**config.mk**
```make
export PLATFORM = sky130hd
export DESIGN_NAME = loop_addr_gen_2d
export DESIGN_NICKNAME = d
export VERILOG_FILES = /design/src/rtl/loop_addr_gen_2d.sv
export SDC_FILE = /design/constraint.sdc
export NUM_CORES = 1
export LEC_CHECK = 0
export CAP_MARGIN = 20
export CORE_ASPECT_RATIO = 0.6
export CORE_UTILIZATION = 53
export DETAILED_ROUTE_END_ITERATION = 12
export PLACE_DENSITY = 0.88
export SYNTH_ARGS = -nofsm -noshare
export SYNTH_HDL_FRONTEND = slang
export SYNTH_SLANG_ARGS = --single-unit
```
**constraint.sdc**
```tcl
create_clock -name clk -period 3.5 [get_ports clk]
set_clock_uncertainty 0.1 [all_clocks]
set_input_delay 0.35 -clock clk [delete_from_list [all_inputs] [get_ports clk]]
set_output_delay 0.35 -clock clk [all_outputs]
set_load 0.005 [all_outputs]
```
**src/rtl/loop_addr_gen_2d.sv**
```systemverilog
// Two-level (outer row / inner word) read-address sequencer with a valid/ready output.
// Addresses are built incrementally from a running row base; no multiplier.
module loop_addr_gen_2d #(
    parameter int AW = 16,
    parameter int CW = 16
) (
    input  logic          clk,
    input  logic          rst,
    input  logic          start,
    input  logic          abort,
    input  logic [CW-1:0] outer_end,
    input  logic [CW-1:0] inner_end,
    input  logic [AW-1:0] base_addr,
    input  logic [AW-1:0] stride,
    output logic          addr_valid,
    input  logic          addr_ready,
    output logic [AW-1:0] addr,
    output logic [CW-1:0] outer_idx,
    output logic [CW-1:0] inner_idx,
    output logic          last_inner,
    output logic          last,
    output logic          busy,
    output logic          done
);

    typedef enum logic [1:0] {S_IDLE, S_RUN, S_DONE} state_t;

    state_t        state_q, state_d;
    logic [AW-1:0] addr_q, addr_d;
    logic [AW-1:0] row_base_q, row_base_d;
    logic [CW-1:0] outer_q, outer_d;
    logic [CW-1:0] inner_q, inner_d;
    logic [CW-1:0] outer_end_q, outer_end_d;
    logic [CW-1:0] inner_end_q, inner_end_d;
    logic [AW-1:0] stride_q, stride_d;

    logic xfer;
    logic inner_at_end;
    logic outer_at_end;

    assign inner_at_end = (inner_q == inner_end_q);
    assign outer_at_end = (outer_q == outer_end_q);
    assign xfer         = (state_q == S_RUN) && addr_ready;

    assign addr_valid = (state_q == S_RUN);
    assign busy       = (state_q == S_RUN);
    assign done       = (state_q == S_DONE);
    assign addr       = addr_q;
    assign outer_idx  = outer_q;
    assign inner_idx  = inner_q;
    assign last_inner = addr_valid && inner_at_end;
    assign last       = addr_valid && inner_at_end && outer_at_end;

    always_comb begin
        state_d     = state_q;
        addr_d      = addr_q;
        row_base_d  = row_base_q;
        outer_d     = outer_q;
        inner_d     = inner_q;
        outer_end_d = outer_end_q;
        inner_end_d = inner_end_q;
        stride_d    = stride_q;

        case (state_q)
            S_IDLE: begin
                // start beats abort when both arrive in IDLE
                if (start) begin
                    outer_end_d = outer_end;
                    inner_end_d = inner_end;
                    stride_d    = stride;
                    row_base_d  = base_addr;
                    addr_d      = base_addr;
                    outer_d     = '0;
                    inner_d     = '0;
                    state_d     = S_RUN;
                end
            end
            S_RUN: begin
                if (abort) begin
                    state_d = S_IDLE;
                end else if (xfer) begin
                    if (!inner_at_end) begin
                        inner_d = inner_q + CW'(1);
                        addr_d  = addr_q + AW'(1);
                    end else if (!outer_at_end) begin
                        // next row: address restarts from the advanced row base
                        inner_d    = '0;
                        outer_d    = outer_q + CW'(1);
                        row_base_d = row_base_q + stride_q;
                        addr_d     = row_base_q + stride_q;
                    end else begin
                        state_d = S_DONE;
                    end
                end
            end
            S_DONE: begin
                state_d = S_IDLE;
            end
            default: begin
                state_d = S_IDLE;
            end
        endcase
    end

    always_ff @(posedge clk or negedge rst) begin
        if (!rst) begin
            state_q     <= S_IDLE;
            addr_q      <= '0;
            row_base_q  <= '0;
            outer_q     <= '0;
            inner_q     <= '0;
            outer_end_q <= '0;
            inner_end_q <= '0;
            stride_q    <= '0;
        end else begin
            state_q     <= state_d;
            addr_q      <= addr_d;
            row_base_q  <= row_base_d;
            outer_q     <= outer_d;
            inner_q     <= inner_d;
            outer_end_q <= outer_end_d;
            inner_end_q <= inner_end_d;
            stride_q    <= stride_d;
        end
    end

endmodule
```
### Word-level counts from Yosys, hierarchy flattened

Index checks and enable logic that the tools add are counted.

| operators by class | value |
|---|---|
| shifts and indexed selects | 0 |
| div/mod/pow operators | 0 |
| $lt $le $gt $ge | 0 |
| eq/ne operators | 13 |
| mux-type cells | 27 |
| $mul | 0 |
| add/sub/neg operators | 4 |
| reduce and logical (&&, ||, !) cells | 9 |
| bitwise gates (word level) | 0 |

Operators by type and width:

| cell | count |
|---|---|
| $mux 16 | 17 |
| $pmux 16 s2 | 4 |
| $add 16x1->16 const B | 3 |
| $eq 16x16->1 | 2 |
| $add 16x16->16 | 1 |
| $mux 2 | 5 |
| $ne 3x2->1 const B | 3 |
| $ne 2x2->1 const B | 3 |
| $reduce_and 6->1 | 1 |
| $reduce_and 5->1 | 1 |
| $ne 2x1->1 const B | 2 |
| $pmux 2 s2 | 1 |
| $reduce_and 4->1 | 1 |
| $logic_and 1x1->1 | 3 |
| $ne 3x3->1 const B | 1 |
| $eq 2x1->1 const B | 1 |
| $eq 2x2->1 const B | 1 |
| $logic_not 2->1 | 1 |
| $reduce_and 2->1 | 1 |
| $reduce_bool 2->1 | 1 |

| word-level totals | value |
|---|---|
| flip-flop bits (word level) | 114 |
| output and inout port bits | 53 |
| input bits | 69 |
| memory bits (read-only) | 0 |
| bits in writable memories | 0 |
| bits in latches | 0 |
| memories kept | 0 |

### Logic depth before layout (Yosys ltp)

Gate-level depths: netlist of run 1.

| logic depth | value |
|---|---|
| depth after elaboration | 6 |
| mapped depth | 11 |
| depth with buffers taken out | 11 |

### Least setup slack after synthesis of run 1

OpenSTA, ideal clock, no wires.

| timing path | value |
|---|---|
| path kind | register to register |
| start | reg row_base_q[0] |
| end | reg addr_q[12] (netlist: addr[12]) |
| data arrival time | 2267 ps |
| buffers on the path | 0 |
| data required time | 3296 ps |
| setup slack | 1030 ps |
| cell stages (with the launch flop) | 12 |
| setup time | 104 ps |
| cell sequence | dfrtp_1 > ha_1 > inv_1 > fa_1 > nor2b_1 > o2111ai_1 > and3_1 > nor4_1 > nor3_1 > xnor2_1 > mux2i_1 > o311ai_1 |

| on the way | value |
|---|---|
| cells in the longest elaborated chain, start to end | 6 |

RTL lines:

| element | RTL line | source |
|---|---|---|
| start, declared | 30 | `logic [AW-1:0] row_base_q, row_base_d;` |
| start signal, assigned | 118 | `row_base_q <= row_base_d;` |
| $add 16x16->16 | 90 | `addr_d = row_base_q + stride_q;` |
| $mux 16 | 85 | `end else if (!outer_at_end) begin` |
| $mux 16 | 82 | `if (!inner_at_end) begin` |
| $mux 16 | 81 | `end else if (xfer) begin` |
| $mux 16 | 79 | `if (abort) begin` |
| $pmux 16 s2 | 64 | `case (state_q)` |
| end signal, assigned | 117 | `addr_q <= addr_d;` |
| end, declared | 29 | `logic [AW-1:0] addr_q, addr_d;` |

No other way between the ends. The select of a mux whose other input is x is not followed.
A chain may end at the register's enable or synchronous reset.

### Final worst setup path of run 1

| timing path | value |
|---|---|
| start | reg outer_q[2] (netlist: outer_idx[2]) |
| end | out last |

| on the way | value |
|---|---|
| cells in the longest elaborated chain, start to end | 2 |

RTL lines:

| element | RTL line | source |
|---|---|---|
| start, declared | 31 | `logic [CW-1:0] outer_q, outer_d;` |
| start signal, assigned | 119 | `outer_q <= outer_d;` |
| $eq 16x16->1 | 42 | `assign outer_at_end = (outer_q == outer_end_q);` |
| $logic_and 1x1->1 | 52 | `assign last = addr_valid && inner_at_end && outer_at_end;` |
| end, declared | 21 | `output logic last,` |

No other way between the ends.

==> results of run 1 <==
routing by layer:
metal,share of wire,vias to the layer above,global-route usage
li1,-,2521,-
met1,0.43,2749,0.402
met2,0.46,332,0.482
met3,0.095,46,0.0934
met4,0.019,0,0.114
met5,0,-,0
stage by stage:
stage               setup WS, ns  std cells
floorplan                   1.03        639
global placement           0.569        900
detailed placement         0.556        900
CTS                        0.157        932
global route               0.146        933
finish                     0.242        933
worst register-to-register path, cell delays in order, from the launching register on:
cell and delay [ns]:
dfrtp_1 0.35, ha_1 0.20, inv_1 0.07, fa_1 0.40, nor2b_1 0.16, o2111ai_1 0.13, and3_1 0.26, nor4_1 0.53
nor4_1 0.18, o21ai_0 0.29, nand3b_1 0.12, a31oi_1 0.17
flip-flops by register name, summed over array words and instances, names as in the netlist:
name / count
state_q: 2
addr: 16
outer_idx: 16
row_base_q: 16
stride_q: 16
inner_idx: 16
outer_end_q: 16
inner_end_q: 16
logic make-up after synthesis:
kind of cell               count (synthesis)
muxes                                     50
DFF                                      114
and+or+nand+nor                          215
AOI/OAI and AO/OA                        131
adders and majority gates                 19
xor gates and xnor gates                  69
buffers and inverters                     41
report_power, final:
part	internal (uW)	switching [uW]	leakage, uW
logic	963	1120	0.00192
registers	1620	317	0.00140
clock network	1260	613	0.000311
area by class of cell:
class                   count  area, sq um
multi-input cells         484         3310
clock buffers              21          480
clock inverters            10          155
flip-flops and latches    114         2850
fillers                   758         3120
repair buffers            135         1340
inverters                   9         33.8
well taps                 160          200
final timing paths:
| check | start | end | slack [ns] | depth (start not counted) |
|---|---|---|---|---|
| setup reg to reg | row_base_q[0]$_DFFE_PN0P_ | row_base_q[14]$_DFFE_PN0P_ | 0.46 | 11 |
| hold reg to reg | row_base_q[4]$_DFFE_PN0P_ | row_base_q[4]$_DFFE_PN0P_ | 0.40 | 1 |
| hold / removal | row_base_q[4]$_DFFE_PN0P_ | row_base_q[4]$_DFFE_PN0P_ | 0.40 | 1 |
| setup / recovery | outer_idx[2]$_DFFE_PN0P_ | last | 0.24 | 6 |
| min in group asynchronous | rst | row_base_q[11]$_DFFE_PN0P_ | 0.51 | 2 |
| max in group asynchronous | rst | state_q[0]$_DFFE_PN0P_ | 2.01 | 3 |
synthesized netlist by cell type, types with 7 or more instances:
master	instances	area, sq um
clkbuf_1	16	60.1
o211ai_1	8	60.1
xor2_1	59	517
ha_1	18	225
nor2_1	60	225
mux2_2	48	541
xnor2_1	10	87.6
nand3_1	11	55.1
nand4_1	18	113
dfrtp_1	114	2850
a21o_1	7	52.6
o21ai_1	33	165
o21ai_0	14	70.1
nand2_1	58	218
buf_2	7	35.0
inv_1	9	33.8
a31oi_1	14	87.6
a21oi_1	28	140
and3_1	22	138
timing repair:
action	in CTS	in global routing
hold endpoints to repair	9	0
setup buffers	0	1
endpoints found under the setup margin	0	1
hold buffers	1	0
==> out/metrics.yaml, run 1 <==
synthesis.area_sq_um: 6350
power_density_nw_per_um2: 704
vias_per_cell: 6.05
hold_class: "register to register"
critPathRequiredTime_ns: 3.05
gp_congestion: 0.917
final_core_util: 0.729
antenna_found_initial: 0
vdd_drop_max_mv: 0.461
ant_nets: 0
design_area_sq_um: 8370
timing.fmax_mhz: 307
endpoint_kind: "primary output"
synth-simple-area-share: 0.172
synth-compound-area-share: 0.126
ys_ff_latch: 114
cts_max_level: 4
track_usage: 0.307
cts_sinks: 114
first_iter_violations: 614
critPathSlowestCell: "clkdlybuf4s50_1"
diodes: 0
finalWorstPathRequiredPeriod_ns: 3.26
grt_max_degree: 67
root_buffer: "clkbuf_16"
crit_type: "register to primary output"
crit_arrival_ns: 2.81
cts_buffer_depth: 2
final_common_cell: "clkdlybuf4s50_1"
synth_cells: 639
start_util: 0.553
grt_pass1_vias: 5707
cp_cell_sequence: "xor2_1 > nor4_1 > nand4_1 > buf_4 > nor3_2 > clkdlybuf4s50_1"
fp.dieH_um: 86.8
path_max_fanout: 10
cts_buffers: 17
finalNetCount: 849
setup_total_negative_slack_ns: 0
ioPinCount: 122
drv_slew: 0
overflow: 0
ys_seq_area_frac: 0.449
drt_first_pass_iters: 5
hold_ws_ns: 0.401
path_buf_inv: 2
drt-wirelength-per-cell_um: 19.5
drc: 0
power_uw: 5890
period_share: 0.931
drive_gt1_frac: 0.135
leakage_uw: 0.00363
slowest_delay_ns: 0.58
core_sq_um: 11500
hold_viol_final: 0
row_count: 30
grt_pass1_wl_mm: 28.9
synth-xor-area-share: 0.0952
cts_tree: "built"
cts_resized: 0
setup_viol: 0
tightestPinTransition_ns: 0.872
die_w_um: 143
path_clk_slew_ns: 0.05
via_count: 5648
synth_fa_ha_area_frac: 0.0386
setup.worst_path.start_class: "register"
die_area_sq_um: 12400
dpl.hpwl_mm: 12.4
ys.warnings.count: 0
final_cell_mix: "clkdlybuf4s50_1, dfrtp_1, nor2_1"
critPathTopFamily: "simple AND/OR/NAND/NOR gates"
async_flop_share: 1.00
slew_headroom: 0.418
cap_violations: 0
io_buffers: 121
synth_ff_type: "dfrtp_1"
synth_cell_type_count: 50
syn-num-nets: 727
rsz0062_at_grt: "no"
status: "completed"
routed_wl_mm: 18.2
avgSynthCellArea_sq_um: 9.94
syn2layout_area_growth_pct: 31.8
dpl_cell_area_sq_um: 7720
synth_top_family_by_area: "simple AND/OR/NAND/NOR gates"
synthMuxAreaShare: 0.0883
worst_skew_pair.late_latency_ns: 0.41
synth_edf_count: 0
Note: power is estimated with default switching activity, not from simulation.
==> run 2, diff against run 1 <==
- ABC_AREA: unset -> 1
- CORE_UTILIZATION: 53 -> 55
- PLACE_DENSITY: 0.88 -> 0.89
- SLEW_MARGIN: unset -> 20
==> run 2 against run 1 <==
Effect of this change:
- global-route usage is 1.5 points higher
- synthesized cell count is 68% higher
- combinational power is 100% higher
- non-clock buffer count is 5 lower
- critical path depth is 3 higher
- wire length is 19% higher
- clock power hardly changed
- sequential cell count stayed put
- clock-buffer cell count is 1 lower
- sequential power is 25% higher
- design area is 13% higher
- total power is 45% higher
- critical endpoint is now last_inner
- largest power group unchanged
==> out/metrics.yaml, run 2 <==
crit_type: "register to primary output"
cp_cell_sequence: "inv_2 > nand2_1 > nand2_1 > nor2_1 > nand2_1 > nor2_2 > nand2_2 > nor2_1 > clkdlybuf4s50_1"
root_buffer: "clkbuf_16"
cts_sinks: 114  # unchanged
crit_start: "inner_idx[5]$_DFFE_PN0P_"
cts_resized: 0  # unchanged
die_area_sq_um: 14200  # +14%
worst_skew_pair.late_latency_ns: 0.43  # +0.02 ns
cts_buffer_depth: 2  # unchanged
setup.worst_path.start_class: "register"
syn2layout_area_growth_pct: 25.1
async_flop_share: 1.00  # unchanged
dpl.hpwl_mm: 15.4  # +24%
yosysTopAreaCellShare: 0.378  # -0.0715
row_count: 32  # +6.7%
grtUsageMet3: 0.0824  # -0.0110
drc: 0  # unchanged
io_buffers: 121  # unchanged
start_util: 0.575  # +0.0221
die_w_um: 153  # +6.9%
grt_pass1_wl_mm: 35.7  # +23%
ioPinCount: 122  # unchanged
syn-num-nets: 1160  # +60%
ys_ff_latch: 114  # unchanged
synth_ff_type: "dfrtp_1"
placedCellCount: 1336  # +48%
cts_max_level: 4  # unchanged
cts_buffers: 17  # unchanged
instances_no_fill: 1367  # +47%
seq_area_sq_um: 2850  # unchanged
crit_end: "last_inner"
path_clk_slew_ns: 0.05  # about the same
synthTopCellsByCount: "nand2_1, dfrtp_1, nor2_1"
rsz0062_at_grt: "no"
gp_congestion: 0.946  # +3.2%
antenna_found_initial: 1  # +1
synth_cells: 1072  # +68%
critPathSlowestCell: "clkdlybuf4s50_1"
path_max_fanout: 20  # +10
period_share: 0.934  # +0.00323
drive_gt1_frac: 0.0777  # -0.0568
crit_arrival_ns: 2.82  # about the same
vdd_drop_max_mv: 0.474  # +2.7%
grt_pass1_vias: 7170  # +26%
yosys-top-cells-area: "dfrtp_1, nand2_1, nor2_1"
cap_violations: 0  # unchanged
timing.fmax_mhz: 306  # -0.35%
fp.dieH_um: 92.8  # +6.9%
vias_per_cell: 5.51  # -8.9%
cts_tree: "built"
fill_cells: 1050  # +39%
leakage_uw: 0.00455  # +25%
status: "completed"
setup_total_negative_slack_ns: 0  # unchanged
synthesis.area_sq_um: 7550  # +19%
yosysTopAreaCell: "dfrtp_1"
finalNetCount: 1274  # +50%
tightestPinTransition_ns: 1.04  # +0.170 ns
via_count: 7535  # +33%
diodes: 0  # unchanged
drv_slew: 0  # unchanged
hold_class: "register to register"
core_sq_um: 13100  # +14%
grt_busiest_layer: "met2"
critPathRequiredTime_ns: 3.05  # about the same
first_iter_violations: 708  # +15%
grt_max_degree: 59  # -12%
synthMostInstantiatedCell: "nand2_1"
routed_wl_mm: 21.7  # +19%
ys.warnings.count: 0  # unchanged
avgSynthCellArea_sq_um: 7.04  # -29%
power_density_nw_per_um2: 902  # +28%
endpoint_kind: "primary output"
setup_viol: 0  # unchanged
grt_use_met1: 0.458  # +0.0555
timing.rr.start: "inner_idx[5]$_DFFE_PN0P_"
synth_cell_type_count: 35  # -30%
rr_worst_depth: 12  # +1
ys_seq_area_frac: 0.378  # -0.0715
use_met2: 0.471  # -0.0110
ant_nets: 0  # unchanged
hold_viol_final: 0  # unchanged
multi_input_area_sq_um: 4030  # +22%
slew_headroom: 0.302  # -0.116
r2r_end: "outer_idx[15]$_DFFE_PN0P_"
finalWorstPathRequiredPeriod_ns: 3.27  # +0.0113 ns
overflow: 0  # unchanged
final_cell_mix: "nand2_1, clkdlybuf4s50_1, dfrtp_1"
drt-wirelength-per-cell_um: 15.8  # -19%
final_common_cell: "nand2_1"
track_usage: 0.322  # +0.0151
synth_edf_count: 0  # unchanged
rrSetupSlack_ns: 0.50  # +0.04 ns
drt_first_pass_iters: 5  # unchanged
crit_top_cell: "nand2_1"
slowest_delay_ns: 0.62  # +0.04 ns
-- run 2: power breakdown --
part	internal (uW)	leakage (uW)	switching [uW]
sequential	1850	0.00141	574
combinational	1680	0.00284	2560
clock	1220	0.000298	641
total	4750	0.00455	3770
-- run 2: area by class of cell --
class,count,area share
tap,170,0.0225
clock buffer,20,0.0483
multi-input combinational,804,0.427
timing repair buffer,130,0.137
inverter,119,0.0473
sequential,114,0.302
clock inverter,10,0.0168
-- run 2: worst min-delay path by stage --
stage / start / to / slack (ns) / cells past startpoint
2_1_floorplan: rst / addr[0]$_DFFE_PN0P_ / -0.05 / 0
3_3_place_gp: rst / stride_q[10]$_DFFE_PN0P_ / 0.37 / 1
3_5_place_dp: row_base_q[9]$_DFFE_PN0P_ / row_base_q[9]$_DFFE_PN0P_ / 0.37 / 2
4_1_cts: row_base_q[9]$_DFFE_PN0P_ / row_base_q[9]$_DFFE_PN0P_ / 0.39 / 2
5_1_grt: row_base_q[0]$_DFFE_PN0P_ / row_base_q[0]$_DFFE_PN0P_ / 0.41 / 2
6_report: row_base_q[9]$_DFFE_PN0P_ / row_base_q[9]$_DFFE_PN0P_ / 0.39 / 2
-- run 2: metal layers --
| metal | vias to the layer above | wire, um |
|---|---|---|
| li1 | 3604 | - |
| met1 | 3444 | 9820 |
| met2 | 419 | 9120 |
| met3 | 66 | 2210 |
| met4 | 2 | 490 |
| met5 | - | 13 |
-- run 2: through the flow --
stage	hold WS (ns)	instance area, sq um	power (uW)	utilization	worst slack (ns)
global placement	0.369	8820	6380	0.672	0.695
detailed placement	0.375	8820	6510	0.672	0.579
global route	0.411	9450	9170	0.720	0.0670
finish	0.385	9450	8520	0.720	0.231
CTS	0.386	9450	8440	0.720	0.284
floorplan	-0.0456	7550	5270	-	1.58
-- run 2: timing repair --
action / 4_1_cts / 5_1_grt
buffers inserted: 0 / 0
hold buffers: 1 / 0
endpoints found under the hold margin: 57 / 0
-- run 2: cells by family after synthesis --
kind of cell | after synthesis | share of synthesized area
adders and majority gates | 19 | 0.0325
AOI/OAI and AO/OA | 91 | 0.0659
buffers and inverters | 154 | 0.0888
DFF | 114 | 0.378
muxes | 25 | 0.0373
and+or+nand+nor | 615 | 0.335
xor gates and xnor gates | 54 | 0.0626
-- run 2: worst max-delay path, delay by kind of cell (launching register included) --
family                 cells  cell delay [ns]
AND/OR/NAND/NOR            7             1.23
flip-flops                 1             0.48
buffers and inverters      2             0.69
==> run 3, diff against run 2 <==
- GPL_ROUTABILITY_DRIVEN: unset -> 0
==> run 3 against run 2 <==
Effect of this change:
- wire length barely moved
- worst hold slack improved by 0.0084 ns
- design area fell by 0.85%
- die area did not move
- non-clock buffer count fell by 2
- largest cell class unchanged
- largest power group unchanged
==> out/metrics.yaml, run 3 (same netlist as run 2, synthesis figures left out) <==
status: "completed"
worst_skew_pair.late_latency_ns: 0.43  # about the same
pwr-share-seq: 0.293  # +0.008
leakage_uw: 0.00450  # -0.98%
clkPwrFrac: 0.197  # -0.021
setup.worst_path.start_class: "register"
slew_headroom: 0.306  # +0.00403
first_iter_violations: 834  # +18%
hold_class: "input port to register"
path_clk_slew_ns: 0.06  # about the same
critPathRequiredTime_ns: 3.05  # about the same
period_share: 0.946  # +0.0114
rr_worst_depth: 12  # unchanged
intPower_uw: 4450  # -6.3%
final_cell_mix: "nand2_1, clkdlybuf4s50_1, dfrtp_1"
routed_wl_mm: 21.7  # about the same
dpl.hpwl_mm: 15.3  # -0.83%
design_area_sq_um: 9370  # -0.85%
grt_pass1_vias: 7302  # +1.8%
cap_violations: 0  # unchanged
drt-wirelength-per-cell_um: 15.9  # about the same
final_common_cell: "nand2_1"
hold-path-cell-count: 3  # +1
ioPinCount: 122  # unchanged
p_switching_uw: 3830  # +1.4%
vias_per_cell: 5.60  # +1.6%
min_from: "inner_end[10]"
placedCellCount: 1334  # -0.15%
swShare: 0.463  # +0.0197
hold_end: "inner_end_q[10]$_DFFE_PN0P_"
tightestPinTransition_ns: 1.04  # -0.00602 ns
rsz0062_at_grt: "no"
rrSetupSlack_ns: 0.33  # -0.17 ns
power_density_nw_per_um2: 883  # -2.1%
core_sq_um: 13100  # unchanged
cts_sinks: 114  # unchanged
start_util: 0.575  # unchanged
row_count: 32  # unchanged
diodes: 0  # unchanged
via_count: 7656  # +1.6%
r2r_end: "outer_idx[0]$_DFFE_PN0P_"
cts_buffer_depth: 2  # unchanged
vdd_drop_max_mv: 0.409  # -14%
overflow: 0  # unchanged
cts_buffers: 17  # unchanged
io_buffers: 121  # unchanged
instances_no_fill: 1367  # unchanged
timing.fmax_mhz: 302  # -1.2%
fp.dieH_um: 92.8  # unchanged
dpl_cell_area_sq_um: 8810  # -0.17%
path_max_fanout: 20  # unchanged
finalNetCount: 1272  # -0.16%
endpoint_kind: "primary output"
grt_max_degree: 62  # +5.1%
finalWorstPathRequiredPeriod_ns: 3.31  # +0.0400 ns
power_uw: 8270  # -2.9%
antenna_found_initial: 0  # -1
drive_gt1_frac: 0.0794  # +0.00167
drv_slew: 0  # unchanged
final_core_util: 0.713  # -0.00610
drt_first_pass_iters: 6  # +1
die_area_sq_um: 14200  # unchanged
setup_total_negative_slack_ns: 0  # unchanged
setup_viol: 0  # unchanged
cts_max_level: 4  # unchanged
hold_viol_final: 0  # unchanged
die_w_um: 153  # unchanged
cts_tree: "built"
ant_nets: 0  # unchanged
pwr-share-comb: 0.510  # +0.013
syn2layout_area_growth_pct: 24.1
crit_arrival_ns: 2.86  # +0.04 ns
crit_type: "register to primary output"
track_usage: 0.324  # +0.00227
grt_pass1_wl_mm: 35.9  # +0.79%
drc: 0  # unchanged
root_buffer: "clkbuf_16"
timing.rr.start: "inner_idx[15]$_DFFE_PN0P_"
-- run 3: changes by cell type in the layout (fill, tap and decap cells not counted) --
cell,delta
inv_6,+6
bufinv_16,-4
buf_4,-2
clkbuf_8,-2
clkinv_4,+2
clkbuf_1,-1
clkinv_2,-1
clkinvlp_4,+1
inv_8,+1
nor2_1,-1
nor2_2,+1
-- run 3: metal layers --
layer,global-route usage,share of wire,vias up
li1,-,-,3592
met1,0.450,0.43,3471
met2,0.479,0.42,504
met3,0.0730,0.12,89
met4,0.154,0.036,0
met5,0.00366,0,-
-- run 3: final cells by class --
class | instances | area, sq um
Timing Repair Buffer | 128 | 1280
Clock buffer | 17 | 425
Sequential cell | 114 | 2850
Fill cell | 1017 | 3760
Tap cell | 170 | 213
Clock inverter | 15 | 123
Inverter | 119 | 447
Multi-Input combinational cell | 804 | 4030
-- run 3: through the flow --
stage / hold slack [ns] / worst slack, ns
floorplan: -0.0456 / 1.58
global placement: 0.350 / 0.706
detailed placement: 0.353 / 0.575
CTS: 0.397 / 0.122
global route: 0.417 / 0.143
finish: 0.394 / 0.190
-- run 3: what timing repair did --
item                                    4_1_cts  5_1_grt
hold endpoints to repair                     53        0
gates resized for setup                       0        1
hold buffers                                  1        0
endpoints found under the setup margin        0        1
buffers inserted                              0        0
-- run 3: worst max-delay path: stages, from the launching register on --
cell and delay [ns]:
dfrtp_1 0.41, inv_1 0.09, nand2_1 0.08, nand2_1 0.10
nor2_1 0.22, nand2_1 0.11, nor2_2 0.12, nand2_2 0.31
nor2_2 0.40, clkdlybuf4s50_1 0.57
-- run 3: how the worst max path moves through the flow --
stage | start | to | slack (ns) | cells past startpoint
final | inner_idx[15]$_DFFE_PN0P_ | last_inner | 0.19 | 9
after global routing | inner_idx[15]$_DFFE_PN0P_ | last_inner | 0.14 | 9
after CTS | inner_idx[15]$_DFFE_PN0P_ | last_inner | 0.12 | 9
after detailed placement | inner_idx[5]$_DFFE_PN0P_ | outer_idx[0]$_DFFE_PN0P_ | 0.58 | 12
after global placement | inner_idx[4]$_DFFE_PN0P_ | outer_idx[15]$_DFFE_PN0P_ | 0.71 | 10
after floorplan | row_base_q[0]$_DFFE_PN0P_ | addr[8]$_DFFE_PN0P_ | 1.58 | 15
-- run 3: power by group through the flow --
stage               registers, uW  clock network, uW  logic [uW]
finish                       2420               1630        4220
CTS                          2400               1640        4150
floorplan                    2270                  0        3000
global placement             2390                  0        3970
global route                 2490               1700        4730
detailed placement           2410                  0        4100
